### src/rtl/fifo_pkg.sv
// fifo_pkg: shared types and helpers for the flexible synchronous FIFO.
//   fifo_mode_e : read-port mode (registered output or first-word-fall-through)
//   ptr_inc     : pointer increment with explicit wrap at depth-1, so any depth
//                 works without relying on power-of-2 address rollover
package fifo_pkg;

  typedef enum logic {
    FIFO_STD  = 1'b0,
    FIFO_FWFT = 1'b1
  } fifo_mode_e;

  function automatic int unsigned ptr_inc(input int unsigned ptr, input int unsigned depth);
    return (ptr >= depth - 32'd1) ? 32'd0 : ptr + 32'd1;
  endfunction

endpackage

### src/rtl/fifo_regfile.sv
// fifo_regfile: storage array for sync_fifo_flex.
//   clk     in   rising-edge clock
//   wr_en   in   write strobe; wr_data stored at wr_addr on the edge
//   wr_addr in   ADDR_W write address (0..DEPTH-1)
//   wr_data in   DATA_SIZE write data
//   rd_addr in   ADDR_W read address (0..DEPTH-1)
//   rd_data out  DATA_SIZE asynchronous read data
// The array has no reset; the owner tracks which entries hold valid data.
module fifo_regfile #(
  parameter int DEPTH     = 4,
  parameter int DATA_SIZE = 16,
  localparam int ADDR_W   = $clog2(DEPTH)
) (
  input  logic                 clk,
  input  logic                 wr_en,
  input  logic [ADDR_W-1:0]    wr_addr,
  input  logic [DATA_SIZE-1:0] wr_data,
  input  logic [ADDR_W-1:0]    rd_addr,
  output logic [DATA_SIZE-1:0] rd_data
);

  logic [DATA_SIZE-1:0] mem_q [DEPTH];

  always_ff @(posedge clk) begin
    if (wr_en) begin
      mem_q[wr_addr] <= wr_data;
    end
  end

  assign rd_data = mem_q[rd_addr];

endmodule

### src/rtl/sync_fifo_flex.sv
// sync_fifo_flex: single-clock FIFO with arbitrary depth, standard or
// first-word-fall-through read port, occupancy count, almost-full/empty
// thresholds and sticky overflow/underflow flags.
//   clk          in   rising-edge clock
//   rst          in   synchronous active-high reset, highest priority
//   wr_en        in   write request, accepted when not full
//   data_i       in   DATA_SIZE write data
//   full         out  count == DEPTH
//   almost_full  out  count >= AF_THRESH
//   rd_en        in   read request (FWFT: acknowledge/pop of data_o)
//   data_o       out  DATA_SIZE read data (STD: registered; FWFT: head of queue)
//   empty        out  count == 0
//   almost_empty out  count <= AE_THRESH
//   count        out  CNT_W occupancy 0..DEPTH
//   overflow     out  sticky, set by a write request while full
//   underflow    out  sticky, set by a read request while empty
module sync_fifo_flex
  import fifo_pkg::*;
#(
  parameter int DEPTH     = 4,
  parameter int DATA_SIZE = 16,
  parameter int FWFT      = 0,
  parameter int AF_THRESH = DEPTH - 1,
  parameter int AE_THRESH = 1,
  localparam int CNT_W    = $clog2(DEPTH + 1)
) (
  input  logic                 clk,
  input  logic                 rst,
  input  logic                 wr_en,
  input  logic [DATA_SIZE-1:0] data_i,
  output logic                 full,
  output logic                 almost_full,
  input  logic                 rd_en,
  output logic [DATA_SIZE-1:0] data_o,
  output logic                 empty,
  output logic                 almost_empty,
  output logic [CNT_W-1:0]     count,
  output logic                 overflow,
  output logic                 underflow
);

  localparam int PTR_W = $clog2(DEPTH);
  localparam fifo_mode_e MODE = (FWFT != 0) ? FIFO_FWFT : FIFO_STD;

  if (DEPTH < 2) begin : g_chk_depth
    $error("sync_fifo_flex: DEPTH must be >= 2");
  end
  if (AF_THRESH < 1 || AF_THRESH > DEPTH) begin : g_chk_af
    $error("sync_fifo_flex: AF_THRESH must be in 1..DEPTH");
  end
  if (AE_THRESH < 0 || AE_THRESH > DEPTH - 1) begin : g_chk_ae
    $error("sync_fifo_flex: AE_THRESH must be in 0..DEPTH-1");
  end

  logic [PTR_W-1:0]     wr_ptr_q, wr_ptr_d;
  logic [PTR_W-1:0]     rd_ptr_q, rd_ptr_d;
  logic [CNT_W-1:0]     count_q, count_d;
  logic                 overflow_q, overflow_d;
  logic                 underflow_q, underflow_d;
  logic                 do_wr, do_rd;
  logic [DATA_SIZE-1:0] rd_data;

  // Every status flag is a pure function of the registered occupancy.
  assign full         = (count_q == CNT_W'(DEPTH));
  assign empty        = (count_q == '0);
  assign almost_full  = (count_q >= CNT_W'(AF_THRESH));
  assign almost_empty = (count_q <= CNT_W'(AE_THRESH));
  assign count        = count_q;
  assign overflow     = overflow_q;
  assign underflow    = underflow_q;

  // Accept decisions use pre-edge state only: a read never frees space for a
  // same-cycle write when full, and a write never bypasses to a same-cycle
  // read when empty.
  always_comb begin
    do_wr       = wr_en & ~full;
    do_rd       = rd_en & ~empty;
    wr_ptr_d    = wr_ptr_q;
    rd_ptr_d    = rd_ptr_q;
    count_d     = count_q;
    overflow_d  = overflow_q | (wr_en & full);
    underflow_d = underflow_q | (rd_en & empty);

    if (do_wr) begin
      wr_ptr_d = PTR_W'(ptr_inc(32'(wr_ptr_q), 32'(DEPTH)));
    end
    if (do_rd) begin
      rd_ptr_d = PTR_W'(ptr_inc(32'(rd_ptr_q), 32'(DEPTH)));
    end

    case ({do_wr, do_rd})
      2'b10:   count_d = count_q + CNT_W'(1);
      2'b01:   count_d = count_q - CNT_W'(1);
      default: count_d = count_q;
    endcase
  end

  always_ff @(posedge clk) begin
    if (rst) begin
      wr_ptr_q    <= '0;
      rd_ptr_q    <= '0;
      count_q     <= '0;
      overflow_q  <= 1'b0;
      underflow_q <= 1'b0;
    end else begin
      wr_ptr_q    <= wr_ptr_d;
      rd_ptr_q    <= rd_ptr_d;
      count_q     <= count_d;
      overflow_q  <= overflow_d;
      underflow_q <= underflow_d;
    end
  end

  fifo_regfile #(
    .DEPTH     (DEPTH),
    .DATA_SIZE (DATA_SIZE)
  ) u_regfile (
    .clk     (clk),
    .wr_en   (do_wr),
    .wr_addr (wr_ptr_q),
    .wr_data (data_i),
    .rd_addr (rd_ptr_q),
    .rd_data (rd_data)
  );

  if (MODE == FIFO_STD) begin : g_std
    logic [DATA_SIZE-1:0] data_o_q, data_o_d;

    always_comb begin
      data_o_d = data_o_q;
      if (do_rd) begin
        data_o_d = rd_data;
      end
    end

    always_ff @(posedge clk) begin
      if (rst) begin
        data_o_q <= '0;
      end else begin
        data_o_q <= data_o_d;
      end
    end

    assign data_o = data_o_q;
  end else begin : g_fwft
    // Head of queue is always visible; meaningful only while not empty.
    assign data_o = rd_data;
  end

endmodule

### config.mk
export PLATFORM = sky130hd
export DESIGN_NAME = sync_fifo_flex
export DESIGN_NICKNAME = d
export VERILOG_FILES = /design/src/rtl/fifo_pkg.sv /design/src/rtl/fifo_regfile.sv /design/src/rtl/sync_fifo_flex.sv
export SDC_FILE = /design/constraint.sdc
export NUM_CORES = 1
export LEC_CHECK = 0
export ABC_CLOCK_PERIOD_IN_PS = 3550
export BUFFER_PORTS_ARGS = -buffer_cell sky130_fd_sc_hd__buf_2
export CELL_PAD_IN_SITES_DETAIL_PLACEMENT = 1
export CELL_PAD_IN_SITES_GLOBAL_PLACEMENT = 1
export CORE_UTILIZATION = 39
export DETAILED_ROUTE_END_ITERATION = 10
export PLACE_DENSITY = 0.63
export SETUP_SLACK_MARGIN = 0.05
export SLEW_MARGIN = 30
export SYNTH_ARGS = -nofsm -noshare
export SYNTH_HDL_FRONTEND = slang
export SYNTH_SLANG_ARGS = --single-unit
export TNS_END_PERCENT = 10
### constraint.sdc
create_clock -name clk -period 3.55 [get_ports clk]
set_input_delay 0.355 -clock clk [delete_from_list [all_inputs] [get_ports clk]]
set_output_delay 0.355 -clock clk [all_outputs]
set_load 0.02 [all_outputs]
==> results.cfg <==
[floorplanning]
die_w_um = 95.9
ios = 45
rows = 33
dieArea_sq_um = 9200
coreArea_sq_um = 8380
floorplan.initialDensity_pct = 41.1
die_h_um = 95.9

[global_route]
grt_first_pass_wirelength_um = 9750
grt_usage_pct = 15.3
overflow = 0
grt_max_degree = 20
antenna_found_initial = 0
grt_pass1_vias = 1806

[power]
p_sw_uw = 843
p_clk_share_pct = 27.9
power_density_nw_per_um2 = 705
p_leak_uw = 0.00149
switching_share_pct = 30.3
p_int_uw = 1940
pwr-share-seq_pct = 48.7
combPwrFrac_pct = 23.4
p_total_uw = 2790
ir_drop_mv = 0.258

[clocking]
cts_tree = built
post_cts_buffers = 0
ctsResizeCount = 0
cts.hold.buffers_added = 0
cts-buffers-inserted = 9
clkLatencyLatePin_ns = 0.35
htree_num_levels = 3
cts_buffer_depth = 2
numClockSinks = 89
root_buffer = clkbuf_8
path_clk_slew_ns = 0.10

[placement]
place_hpwl_um = 4000
place_area_sq_um = 3720
gp_congestion = 0.715
port_buffers = 44

[route]
routed_via_density = 5.13
drt_iter0_markers = 71
wl_um = 6230
routedWlPerCell_um = 18.1
dr.pass1.iters = 4
post-route-drc-count = 0
vias = 1771
drtAntennaViolNets = 0

[critical_path]
cp.required_ns = 3.53
crit_type = flop to flop
slowest_stage = and2_1
max_stage_delay_ns = 0.83
cp_cell_sequence = inv_1 > ha_1 > a21boi_1 > and2_1
critPathArrivalTime_ns = 2.48
worstSetupEndpointType = flop
critPathMaxFanout = 16
startpoint_type = flop

[timing]
hold_ws_ns = 0.206
maxSlewHeadroom_pct = 36.9
min_period_ns = 2.50
final_max_slew_viol_count = 0
rsz0062_at_grt = no
min_period_over_period_pct = 70.4
tightest_slew_ns = 0.947
fmax_mhz = 400
finalHoldViolCount = 0
tns_ns = 0
setup_viol = 0
clock_skew_ns = 0.0126

[run_status]
status = completed

[synthesis]
async_flop_share_pct = 0
avgSynthCellArea_sq_um = 18.4
yosysWarnings = 0
ys_seq_elements = 89
syn_inst = 187
syn_area_sq_um = 3440
ys_types = 28
synth.net_count = 218
ys_seq_area_share_pct = 70.4
synth_top_flop_cell = edfxtp_1
synth_edf_count = 64

[finish]
drive_gt1_share_pct = 30.0
layout.nets = 266
final_common_cell = edfxtp_1
diodes = 0
design_area_sq_um = 3960
final_cell_mix = edfxtp_1, buf_2, dfxtp_1, a22o_1
area_delta_synth_final_pct = 14.9

[run]
drv_cap = 0

[min_path]
min_path_type = primary input to flop
## kinds of logic (layout without fill, tap and decap cells)
group | Yosys count | in the layout | synth area share, %
xor+xnor | 2 | 2 | 0.509
simple gates | 22 | 22 | 3.78
compound gates | 30 | 30 | 6.44
flops | 89 | 89 | 70.4
buf+inv | 15 | 68 | 2.95
mux | 18 | 18 | 11.9
fa+ha+maj | 11 | 11 | 4.00
## worst max-delay path, delay by kind of cell (launching register included)
family	cells	cell delay (ns)
DFF	1	0.44
and+or+nand+nor	1	0.83
buffers and inverters	1	0.13
adders and majority gates	1	0.27
AOI/OAI and AO/OA	1	0.45
## state kept, by name (all words and copies together) (netlist names)
register / count
count: 3
u_regfile.mem_q: 64
rd_ptr_q: 2
wr_ptr_q: 2
data_o: 16
underflow: 1
overflow: 1
## synth_stat cells, types with 2 or more instances
library cell	instances	share of area (%)
inv_1	7	0.76
ha_1	11	4.0
o21ai_0	4	0.58
dfxtp_1	25	15
buf_2	3	0.44
buf_6	2	0.65
a22o_1	16	4.1
xor2_1	2	0.51
mux2i_1	2	0.58
and2_1	5	0.91
a21oi_1	6	0.87
mux4_1	8	6.1
edfxtp_1	64	56
nor2_1	11	1.2
mux4_2	8	5.2
## metal layers
metal,GRT usage [%],up-vias,part of all wire (%)
met3,3.08,10,2.3
met2,23.5,32,48
met1,21.0,897,49
met5,0,-,0
li1,-,832,-
met4,7.46,0,1.6
## through the flow
| step | std cells | utilization (%) | setup slack, ns |
|---|---|---|---|
| final | 345 | 47.2 | 1.05 |
| after global routing | 345 | 47.2 | 0.891 |
| after CTS | 345 | 47.1 | 0.996 |
| after detailed placement | 329 | 44.4 | 0.995 |
| after global placement | 329 | 44.4 | 1.21 |
| after floorplan | 187 | - | 1.41 |
## final timing paths
check                 start                      to  slack [ns]  depth (start not counted)
setup / recovery   count[0]  u_regfile.mem_q[2][13]        1.05                          4
hold reg to reg    overflow                overflow        0.47                          2
setup reg to reg   count[0]  u_regfile.mem_q[2][13]        1.05                          4
hold / removal    data_i[0]   u_regfile.mem_q[3][0]        0.21                          1
## power groups by stage
stage	clock (uW)	sequential [uW]	combinational [uW]
finish	777	1360	653
global route	836	1380	720
CTS	796	1360	662
detailed placement	0	1390	658
global placement	0	1380	649
floorplan	0	1410	451
## cell type report
type,count,area (sq um)
clock buffers,10,128
fillers,827,4430
repair buffers,44,220
inverters,8,30.0
clock inverters,6,97.6
flip-flops and latches,89,2420
multi-input cells,83,925
well taps,105,131
(Power assumes the default switching activity.)
